--- src/rtl/cpu_mc_pkg.sv ---
// Shared definitions for the multicycle CPU core: opcodes, FSM states, access sizes and
// instruction field positions.
package cpu_mc_pkg;

  localparam logic [5:0] OpNop  = 6'd0;
  localparam logic [5:0] OpAdd  = 6'd1;
  localparam logic [5:0] OpSub  = 6'd2;
  localparam logic [5:0] OpAnd  = 6'd3;
  localparam logic [5:0] OpOr   = 6'd4;
  localparam logic [5:0] OpXor  = 6'd5;
  localparam logic [5:0] OpAddi = 6'd6;
  localparam logic [5:0] OpLd   = 6'd7;
  localparam logic [5:0] OpSt   = 6'd8;
  localparam logic [5:0] OpBeqz = 6'd9;
  localparam logic [5:0] OpJmp  = 6'd10;
  localparam logic [5:0] OpHalt = 6'd63;

  typedef enum logic [2:0] {
    StFetch,
    StDecode,
    StExec,
    StMem,
    StWb,
    StHalt,
    StFault
  } state_e;

  typedef enum logic [2:0] {
    AluAdd,
    AluSub,
    AluAnd,
    AluOr,
    AluXor
  } alu_op_e;

  localparam logic [1:0] SizeWord  = 2'd2;
  localparam logic [1:0] SizeDword = 2'd3;

  localparam int unsigned OpLsb = 26;
  localparam int unsigned RdLsb = 21;
  localparam int unsigned RaLsb = 16;
  localparam int unsigned RbLsb = 11;
  localparam int unsigned ImmW  = 16;

endpackage

--- src/rtl/cpu_mc_alu.sv ---
// Combinational ALU for the multicycle core; produces the result and {V,C,N,Z} flags.
module cpu_mc_alu
  import cpu_mc_pkg::*;
#(
  parameter int unsigned DATA_W = 64
) (
  input  logic [DATA_W-1:0] a_i,
  input  logic [DATA_W-1:0] b_i,
  input  logic [2:0]        op_i,
  output logic [DATA_W-1:0] result_o,
  output logic [3:0]        flags_o
);

  logic [DATA_W:0]   sum;
  logic [DATA_W-1:0] res;
  logic              carry;
  logic              ovf;

  always_comb begin
    sum   = '0;
    res   = '0;
    carry = 1'b0;
    ovf   = 1'b0;
    unique case (alu_op_e'(op_i))
      AluAdd: begin
        sum   = {1'b0, a_i} + {1'b0, b_i};
        res   = sum[DATA_W-1:0];
        carry = sum[DATA_W];
        ovf   = (a_i[DATA_W-1] == b_i[DATA_W-1]) && (res[DATA_W-1] != a_i[DATA_W-1]);
      end
      AluSub: begin
        // Top bit of the widened difference is the borrow.
        sum   = {1'b0, a_i} - {1'b0, b_i};
        res   = sum[DATA_W-1:0];
        carry = sum[DATA_W];
        ovf   = (a_i[DATA_W-1] != b_i[DATA_W-1]) && (res[DATA_W-1] != a_i[DATA_W-1]);
      end
      AluAnd:  res = a_i & b_i;
      AluOr:   res = a_i | b_i;
      AluXor:  res = a_i ^ b_i;
      default: res = '0;
    endcase
    result_o = res;
    flags_o  = {ovf, carry, res[DATA_W-1], (res == '0)};
  end

endmodule

--- src/rtl/cpu_core_mc.sv ---
// Multicycle CPU core: control FSM, register file and datapath with a ready handshake.
// Define CPU_WAIT_TIMEOUT_EN to abort accesses stalled for TIMEOUT cycles into FAULT.
module cpu_core_mc
  import cpu_mc_pkg::*;
#(
  parameter int unsigned DATA_W   = 64,
  parameter int unsigned ADDR_W   = 32,
  parameter int unsigned NUM_REGS = 8,
  parameter int unsigned DBG_W    = 16,
  parameter int unsigned TIMEOUT  = 255
) (
  input  logic                        clock,
  input  logic                        reset,
  output logic [ADDR_W-1:0]           address,
  output logic [DATA_W-1:0]           wdata,
  input  logic [DATA_W-1:0]           rdata,
  output logic                        mem_read,
  output logic                        mem_write,
  output logic [1:0]                  size,
  input  logic                        mem_ready,
  input  logic [$clog2(NUM_REGS)-1:0] dbg_sel,
  output logic [DBG_W-1:0]            dbg_reg,
  output logic [3:0]                  status,
  output logic                        halted,
  output logic                        fault
);

  localparam int unsigned RegAw   = $clog2(NUM_REGS);
  localparam logic [1:0]  MemSize = (DATA_W == 64) ? SizeDword : SizeWord;

  state_e            state_q, state_d;
  logic [ADDR_W-1:0] pc_q, pc_d;
  logic [ADDR_W-1:0] ea_q, ea_d;
  logic [31:0]       ir_q, ir_d;
  logic [DATA_W-1:0] a_q, a_d;
  logic [DATA_W-1:0] b_q, b_d;
  logic [DATA_W-1:0] res_q, res_d;
  logic [3:0]        status_q, status_d;
  logic [DATA_W-1:0] regs_q [NUM_REGS];
  logic              rf_we;

  logic [5:0]        op;
  logic [RegAw-1:0]  rd_idx;
  logic [RegAw-1:0]  ra_idx;
  logic [RegAw-1:0]  rb_idx;
  logic [DATA_W-1:0] imm_ext;
  logic [ADDR_W-1:0] br_off;

  logic              is_alu;
  alu_op_e           alu_op;
  logic [DATA_W-1:0] alu_b;
  logic [DATA_W-1:0] alu_res;
  logic [3:0]        alu_flags;

  logic              in_req;
  logic              req_rd;
  logic              req_wr;
  logic [ADDR_W-1:0] addr_int;
  logic [1:0]        size_int;
  logic [DATA_W-1:0] wdata_int;
  logic              wait_expired;
  logic              unused_ir;

  assign op      = ir_q[OpLsb +: 6];
  assign rd_idx  = ir_q[RdLsb +: RegAw];
  assign ra_idx  = ir_q[RaLsb +: RegAw];
  assign rb_idx  = ir_q[RbLsb +: RegAw];
  assign imm_ext = {{(DATA_W-ImmW){ir_q[ImmW-1]}}, ir_q[ImmW-1:0]};
  assign br_off  = {imm_ext[ADDR_W-3:0], 2'b00};
  assign unused_ir = ^ir_q;

  always_comb begin
    is_alu = 1'b1;
    alu_op = AluAdd;
    alu_b  = b_q;
    case (op)
      OpAdd:   alu_op = AluAdd;
      OpSub:   alu_op = AluSub;
      OpAnd:   alu_op = AluAnd;
      OpOr:    alu_op = AluOr;
      OpXor:   alu_op = AluXor;
      OpAddi:  alu_b  = imm_ext;
      default: is_alu = 1'b0;
    endcase
  end

  cpu_mc_alu #(
    .DATA_W (DATA_W)
  ) u_alu (
    .a_i      (a_q),
    .b_i      (alu_b),
    .op_i     (alu_op),
    .result_o (alu_res),
    .flags_o  (alu_flags)
  );

  assign in_req = (state_q == StFetch) || (state_q == StMem);

`ifdef CPU_WAIT_TIMEOUT_EN
  localparam int unsigned WaitW = $clog2(TIMEOUT + 1);

  logic [WaitW-1:0] wait_q, wait_d;

  // Restarts from zero whenever an access completes or no access is pending.
  always_comb begin
    wait_d = '0;
    if (in_req && !mem_ready) begin
      wait_d = wait_q + WaitW'(1);
    end
  end

  assign wait_expired = in_req && !mem_ready && (wait_q == WaitW'(TIMEOUT - 1));

  always_ff @(posedge clock) begin
    if (reset) begin
      wait_q <= '0;
    end else begin
      wait_q <= wait_d;
    end
  end
`else
  logic unused_timeout;
  assign unused_timeout = (TIMEOUT != 0) & in_req;
  assign wait_expired   = 1'b0;
`endif

  always_comb begin
    state_d   = state_q;
    pc_d      = pc_q;
    ir_d      = ir_q;
    a_d       = a_q;
    b_d       = b_q;
    ea_d      = ea_q;
    res_d     = res_q;
    status_d  = status_q;
    rf_we     = 1'b0;
    req_rd    = 1'b0;
    req_wr    = 1'b0;
    addr_int  = '0;
    size_int  = '0;
    wdata_int = '0;
    unique case (state_q)
      StFetch: begin
        addr_int = pc_q;
        size_int = SizeWord;
        req_rd   = 1'b1;
        if (mem_ready) begin
          ir_d    = rdata[31:0];
          pc_d    = pc_q + ADDR_W'(4);
          state_d = StDecode;
        end else if (wait_expired) begin
          state_d = StFault;
        end
      end
      StDecode: begin
        a_d     = regs_q[ra_idx];
        b_d     = regs_q[rb_idx];
        state_d = StExec;
      end
      StExec: begin
        if (is_alu) begin
          res_d    = alu_res;
          status_d = alu_flags;
          state_d  = StWb;
        end else begin
          case (op)
            OpLd, OpSt: begin
              ea_d    = a_q[ADDR_W-1:0] + imm_ext[ADDR_W-1:0];
              state_d = StMem;
            end
            // pc already points past the branch, so the offset is relative to pc+4.
            OpBeqz: begin
              if (a_q == '0) begin
                pc_d = pc_q + br_off;
              end
              state_d = StFetch;
            end
            OpJmp: begin
              pc_d    = a_q[ADDR_W-1:0];
              state_d = StFetch;
            end
            OpHalt:  state_d = StHalt;
            OpNop:   state_d = StFetch;
            default: state_d = StFetch;
          endcase
        end
      end
      StMem: begin
        addr_int = ea_q;
        size_int = MemSize;
        if (op == OpSt) begin
          req_wr    = 1'b1;
          wdata_int = regs_q[rd_idx];
        end else begin
          req_rd = 1'b1;
        end
        if (mem_ready) begin
          if (op == OpSt) begin
            state_d = StFetch;
          end else begin
            res_d   = rdata;
            state_d = StWb;
          end
        end else if (wait_expired) begin
          state_d = StFault;
        end
      end
      StWb: begin
        rf_we   = (rd_idx != '0);
        state_d = StFetch;
      end
      StHalt:  state_d = StHalt;
      StFault: state_d = StFault;
      default: state_d = StFault;
    endcase
  end

  always_ff @(posedge clock) begin
    if (reset) begin
      state_q  <= StFetch;
      pc_q     <= '0;
      ea_q     <= '0;
      ir_q     <= '0;
      a_q      <= '0;
      b_q      <= '0;
      res_q    <= '0;
      status_q <= '0;
      for (int unsigned i = 0; i < NUM_REGS; i++) begin
        regs_q[i] <= '0;
      end
    end else begin
      state_q  <= state_d;
      pc_q     <= pc_d;
      ea_q     <= ea_d;
      ir_q     <= ir_d;
      a_q      <= a_d;
      b_q      <= b_d;
      res_q    <= res_d;
      status_q <= status_d;
      if (rf_we) begin
        regs_q[rd_idx] <= res_q;
      end
    end
  end

  // Requests are masked while reset is held so an interrupted access drops immediately.
  assign mem_read  = req_rd & ~reset;
  assign mem_write = req_wr & ~reset;
  assign address   = reset ? '0 : addr_int;
  assign size      = reset ? '0 : size_int;
  assign wdata     = reset ? '0 : wdata_int;
  assign status    = status_q;
  assign dbg_reg   = regs_q[dbg_sel][DBG_W-1:0];
  assign halted    = (state_q == StHalt) || (state_q == StFault);
`ifdef CPU_WAIT_TIMEOUT_EN
  assign fault     = (state_q == StFault);
`else
  assign fault     = 1'b0;
`endif

endmodule

--- config.mk ---
export PLATFORM = sky130hd
export DESIGN_NAME = cpu_core_mc
export DESIGN_NICKNAME = d
export VERILOG_FILES = /design/src/rtl/cpu_mc_pkg.sv /design/src/rtl/cpu_mc_alu.sv /design/src/rtl/cpu_core_mc.sv
export SDC_FILE = /design/constraint.sdc
export NUM_CORES = 2
export LEC_CHECK = 0
export CAP_MARGIN = 20
export CORE_MARGIN = 2
export CORE_UTILIZATION = 40
export CTS_CLUSTER_SIZE = 10
export DETAILED_ROUTE_END_ITERATION = 12
export PLACE_DENSITY = 0.67
export RECOVER_POWER = 100
export SLEW_MARGIN = 20
export SYNTH_ARGS = -nofsm -noshare
export SYNTH_HDL_FRONTEND = slang
export SYNTH_SLANG_ARGS = --single-unit
--- constraint.sdc ---
create_clock -name clock -period 18.5 [get_ports clock]
set_clock_uncertainty 0.05 [all_clocks]
set_input_delay 2.775 -clock clock [delete_from_list [all_inputs] [get_ports clock]]
set_output_delay 2.775 -clock clock [all_outputs]
set_load 0.01 [all_outputs]
==> results.sh <==
export IMPL_rows=140
export IMPL_synthTopCellsByCount="nor2_1 (633), edfxtp_1 (512), and2_1 (472)"
export IMPL_post_route_min_period_ns=12.82
export IMPL_track_usage=0.290
export IMPL_power_w=0.00552
export IMPL_crit_buf_inv=4
export IMPL_cp_num_cells=7
export IMPL_synth_most_common_cell="nor2_1"
export IMPL_fin_crit_sh=0.693
export IMPL_drv_cap=28
export IMPL_post_drt_wl_per_cell_um=28.6
export IMPL_tns_ns=0
export IMPL_required_ns=18.66
export IMPL_rr_startpoint="ir_q[27]$_SDFFE_PP0P_"
export IMPL_switching_power_w=0.00195
export IMPL_leakagePower_nw=23.2
export IMPL_ys_seq_elements=806
export IMPL_crit_path_end="regs_q[5][54]$_SDFFCE_PN0P_"
export IMPL_ant_nets=0
export IMPL_drv_slew=1328
export IMPL_place_hpwl_um=152000
export IMPL_setup_slack_ns=5.68
export IMPL_die_area_um2=149000
export IMPL_setup_worst_path_start="reset"
export IMPL_syn_cell_area_um2=58200
export IMPL_crit_chain="clkbuf_1 > buf_12 > nor4b_1 > clkbuf_1 > nand2_1 > o21ai_0 > clkbuf_1"
export IMPL_fp_dieH_um=386
export IMPL_viasPerCell=6.39
export IMPL_reg2reg_depth=23
export IMPL_p_sw_frac=0.352
export IMPL_area_delta_synth_final_pct=11.1
export IMPL_pre_cts_ws_ns=10.67
export IMPL_io_buffers=190
export IMPL_cts_tree="done"
export IMPL_finalWeightedCongestion=1.02
export IMPL_async_reset_ff_frac=0
export IMPL_hold_path_class="flop to flop"
export IMPL_synth_edf_count=512
export IMPL_fmax_mhz=78.0
export IMPL_grt_max_degree=127
export IMPL_seqPwrFrac=0.390
export IMPL_p_int_w=0.00358
export IMPL_cts_num_sinks=806
export IMPL_synth_area_top_cells="edfxtp_1 (26%), mux4_2 (16%), dfxtp_1 (10%), ha_1 (5.8%), and2_1 (5.1%)"
export IMPL_p_clk_frac=0.319
export IMPL_status="complete, but fails checks"
export IMPL_rsz0062_at_grt="no"
export IMPL_whs_ns=0.403
export IMPL_dr_pass1_iters=6
export IMPL_critPathTopFamily="buffers and inverters"
export IMPL_cp_start_kind="input port"
export IMPL_ys_warn_count=0
export IMPL_path_class="input port to flop"
export IMPL_ctsResizeCount=0
export IMPL_syn_area_per_cell_um2=10.1
export IMPL_ir_worst_vdd_mv=0.0684
export IMPL_crit_path_frequent_cell="clkbuf_1"
export IMPL_r2r_end="status[0]$_SDFFE_PP0P_"
export IMPL_multi_input_area_um2=34800
export IMPL_drc=0
export IMPL_combPwrFrac=0.291
export IMPL_failed_checks="max-capacitance violations, max-slew violations"
export IMPL_hold_viol_final=0
export IMPL_synthFlopType="edfxtp_1"
export IMPL_cts_root_buf="clkbuf_16"
export IMPL_clk_pin_slew_ns=0.05
export IMPL_synth_top_area_share=0.264
export IMPL_clk_latency_ns=0.73
export IMPL_synth_cells=5741
export IMPL_slowest_stage="o21ai_0"
export IMPL_yosys_area_top_type="edfxtp_1"
export IMPL_synth_cell_types=107
export IMPL_overflow=0
export IMPL_worst_pin_slew_ns=5.13
export IMPL_cp_arrival_ns=12.97
export IMPL_drt_wl_total_um=221000
export IMPL_drt_iter0_drc=6144
export IMPL_grt_pass1_vias=46000
export IMPL_n_fill_cell=13700
export IMPL_drive_gt1_frac=0.120
export IMPL_relSlewSlack=-2.42
export IMPL_seq_area_frac_synth=0.365
export IMPL_critPathMaxStageDelay_ns=3.13
export IMPL_setup_viol=0
export IMPL_seq_area_um2=21300
export IMPL_reg2reg_slack_ns=8.40
export IMPL_grt_first_pass_wirelength_um=319000
export IMPL_antenna_cells=0
export IMPL_io_pins=192
export IMPL_antenna_found_initial=10
export IMPL_vias=49500
export IMPL_core_um2=145000
export IMPL_fin_util=0.446
export IMPL_htreeDepth=3
export IMPL_postCtsHoldBufs=0
export IMPL_end_kind="flop"
export IMPL_initial_core_util=0.402
export IMPL_numCtsBuffers=93
export IMPL_power_density_nw_per_um2=85.3
export IMPL_die_w_um=386
export IMPL_final_nets=6095
export IMPL_postCtsSetupBuffers=0
export IMPL_cts_max_path_buffers=3
export IMPL_crit_fanout=126
## sequential cells by signal, indices dropped and copies added, names as in the netlist, named ones only
| signal | cells |
|---|---|
| ir_q | 28 |
| res_q | 64 |
| status | 4 |
| a_q | 64 |
| state_q | 3 |
| b_q | 64 |
| regs_q | 512 |
| ea_q | 32 |
| pc_q | 32 |
## metrics by stage
step / std cells / area [um2]
floorplan: 5805 / 58500
global placement: 7570 / 62000
detailed placement: 7570 / 62000
CTS: 7740 / 64800
global route: 7744 / 64700
finish: 7744 / 64700
## power groups by stage
stage	Combinational, W	Clock, W	Sequential (W)
6_report	0.00161	0.00176	0.00216
5_1_grt	0.00170	0.00184	0.00216
4_1_cts	0.00156	0.00178	0.00215
3_5_place_dp	0.00155	0	0.00218
3_3_place_gp	0.00155	0	0.00218
2_1_floorplan	0.00108	0	0.00210
## worst min path at each step
stage | startpoint | end | slack, ns | depth (start not counted)
after floorplan | ea_q[24]$_SDFFE_PP0P_ | ea_q[24]$_SDFFE_PP0P_ | 0.38 | 2
after global placement | ea_q[25]$_SDFFE_PP0P_ | ea_q[25]$_SDFFE_PP0P_ | 0.39 | 2
after detailed placement | ea_q[16]$_SDFFE_PP0P_ | ea_q[16]$_SDFFE_PP0P_ | 0.40 | 2
after CTS | ea_q[24]$_SDFFE_PP0P_ | ea_q[24]$_SDFFE_PP0P_ | 0.41 | 2
after global routing | ea_q[7]$_SDFFE_PP0P_ | ea_q[7]$_SDFFE_PP0P_ | 0.43 | 2
final | ea_q[24]$_SDFFE_PP0P_ | ea_q[24]$_SDFFE_PP0P_ | 0.40 | 2
## metal layers
| metal | routed length (um) | vias to the layer above | GRT usage |
|---|---|---|---|
| met3 | 26200 | 469 | 0.0802 |
| li1 | - | 21500 | - |
| met4 | 8580 | 16 | 0.106 |
| met5 | 100 | - | 0 |
| met1 | 89000 | 24600 | 0.397 |
| met2 | 97300 | 2904 | 0.437 |
## layout make-up
type                    count  area share
clock buffers             158      0.0402
clock inverters            12     0.00346
inverters                 229      0.0133
multi-input cells        4344       0.538
flip-flops and latches    806       0.329
well taps                1917      0.0371
repair buffers            278      0.0391
## cell families after synthesis
family,count (synthesis),synth area share
simple gates,1913,0.162
compound gates,1366,0.156
flops,806,0.365
mux,673,0.206
buf+inv,655,0.0436
fa+ha+maj,273,0.0592
xor+xnor,54,0.00812
other cells,1,0.0000644
## tightest hold or removal path, delay by kind of cell, from the launching register on
| family | cells | cell delay [ns] |
|---|---|---|
| DFF | 1 | 0.30 |
| and+or+nand+nor | 1 | 0.05 |
| AOI/OAI and AO/OA | 1 | 0.05 |
## layout by cell type, fill, tap and decap left out, types with 225 or more instances in the layout
cell type,instances
and2_1,246
and2_0,225
mux4_2,416
ha_1,269
a21oi_1,404
inv_1,229
edfxtp_1,512
nor2_1,626
nand2_1,328
dfxtp_1,285
(Power assumes the default switching activity.)
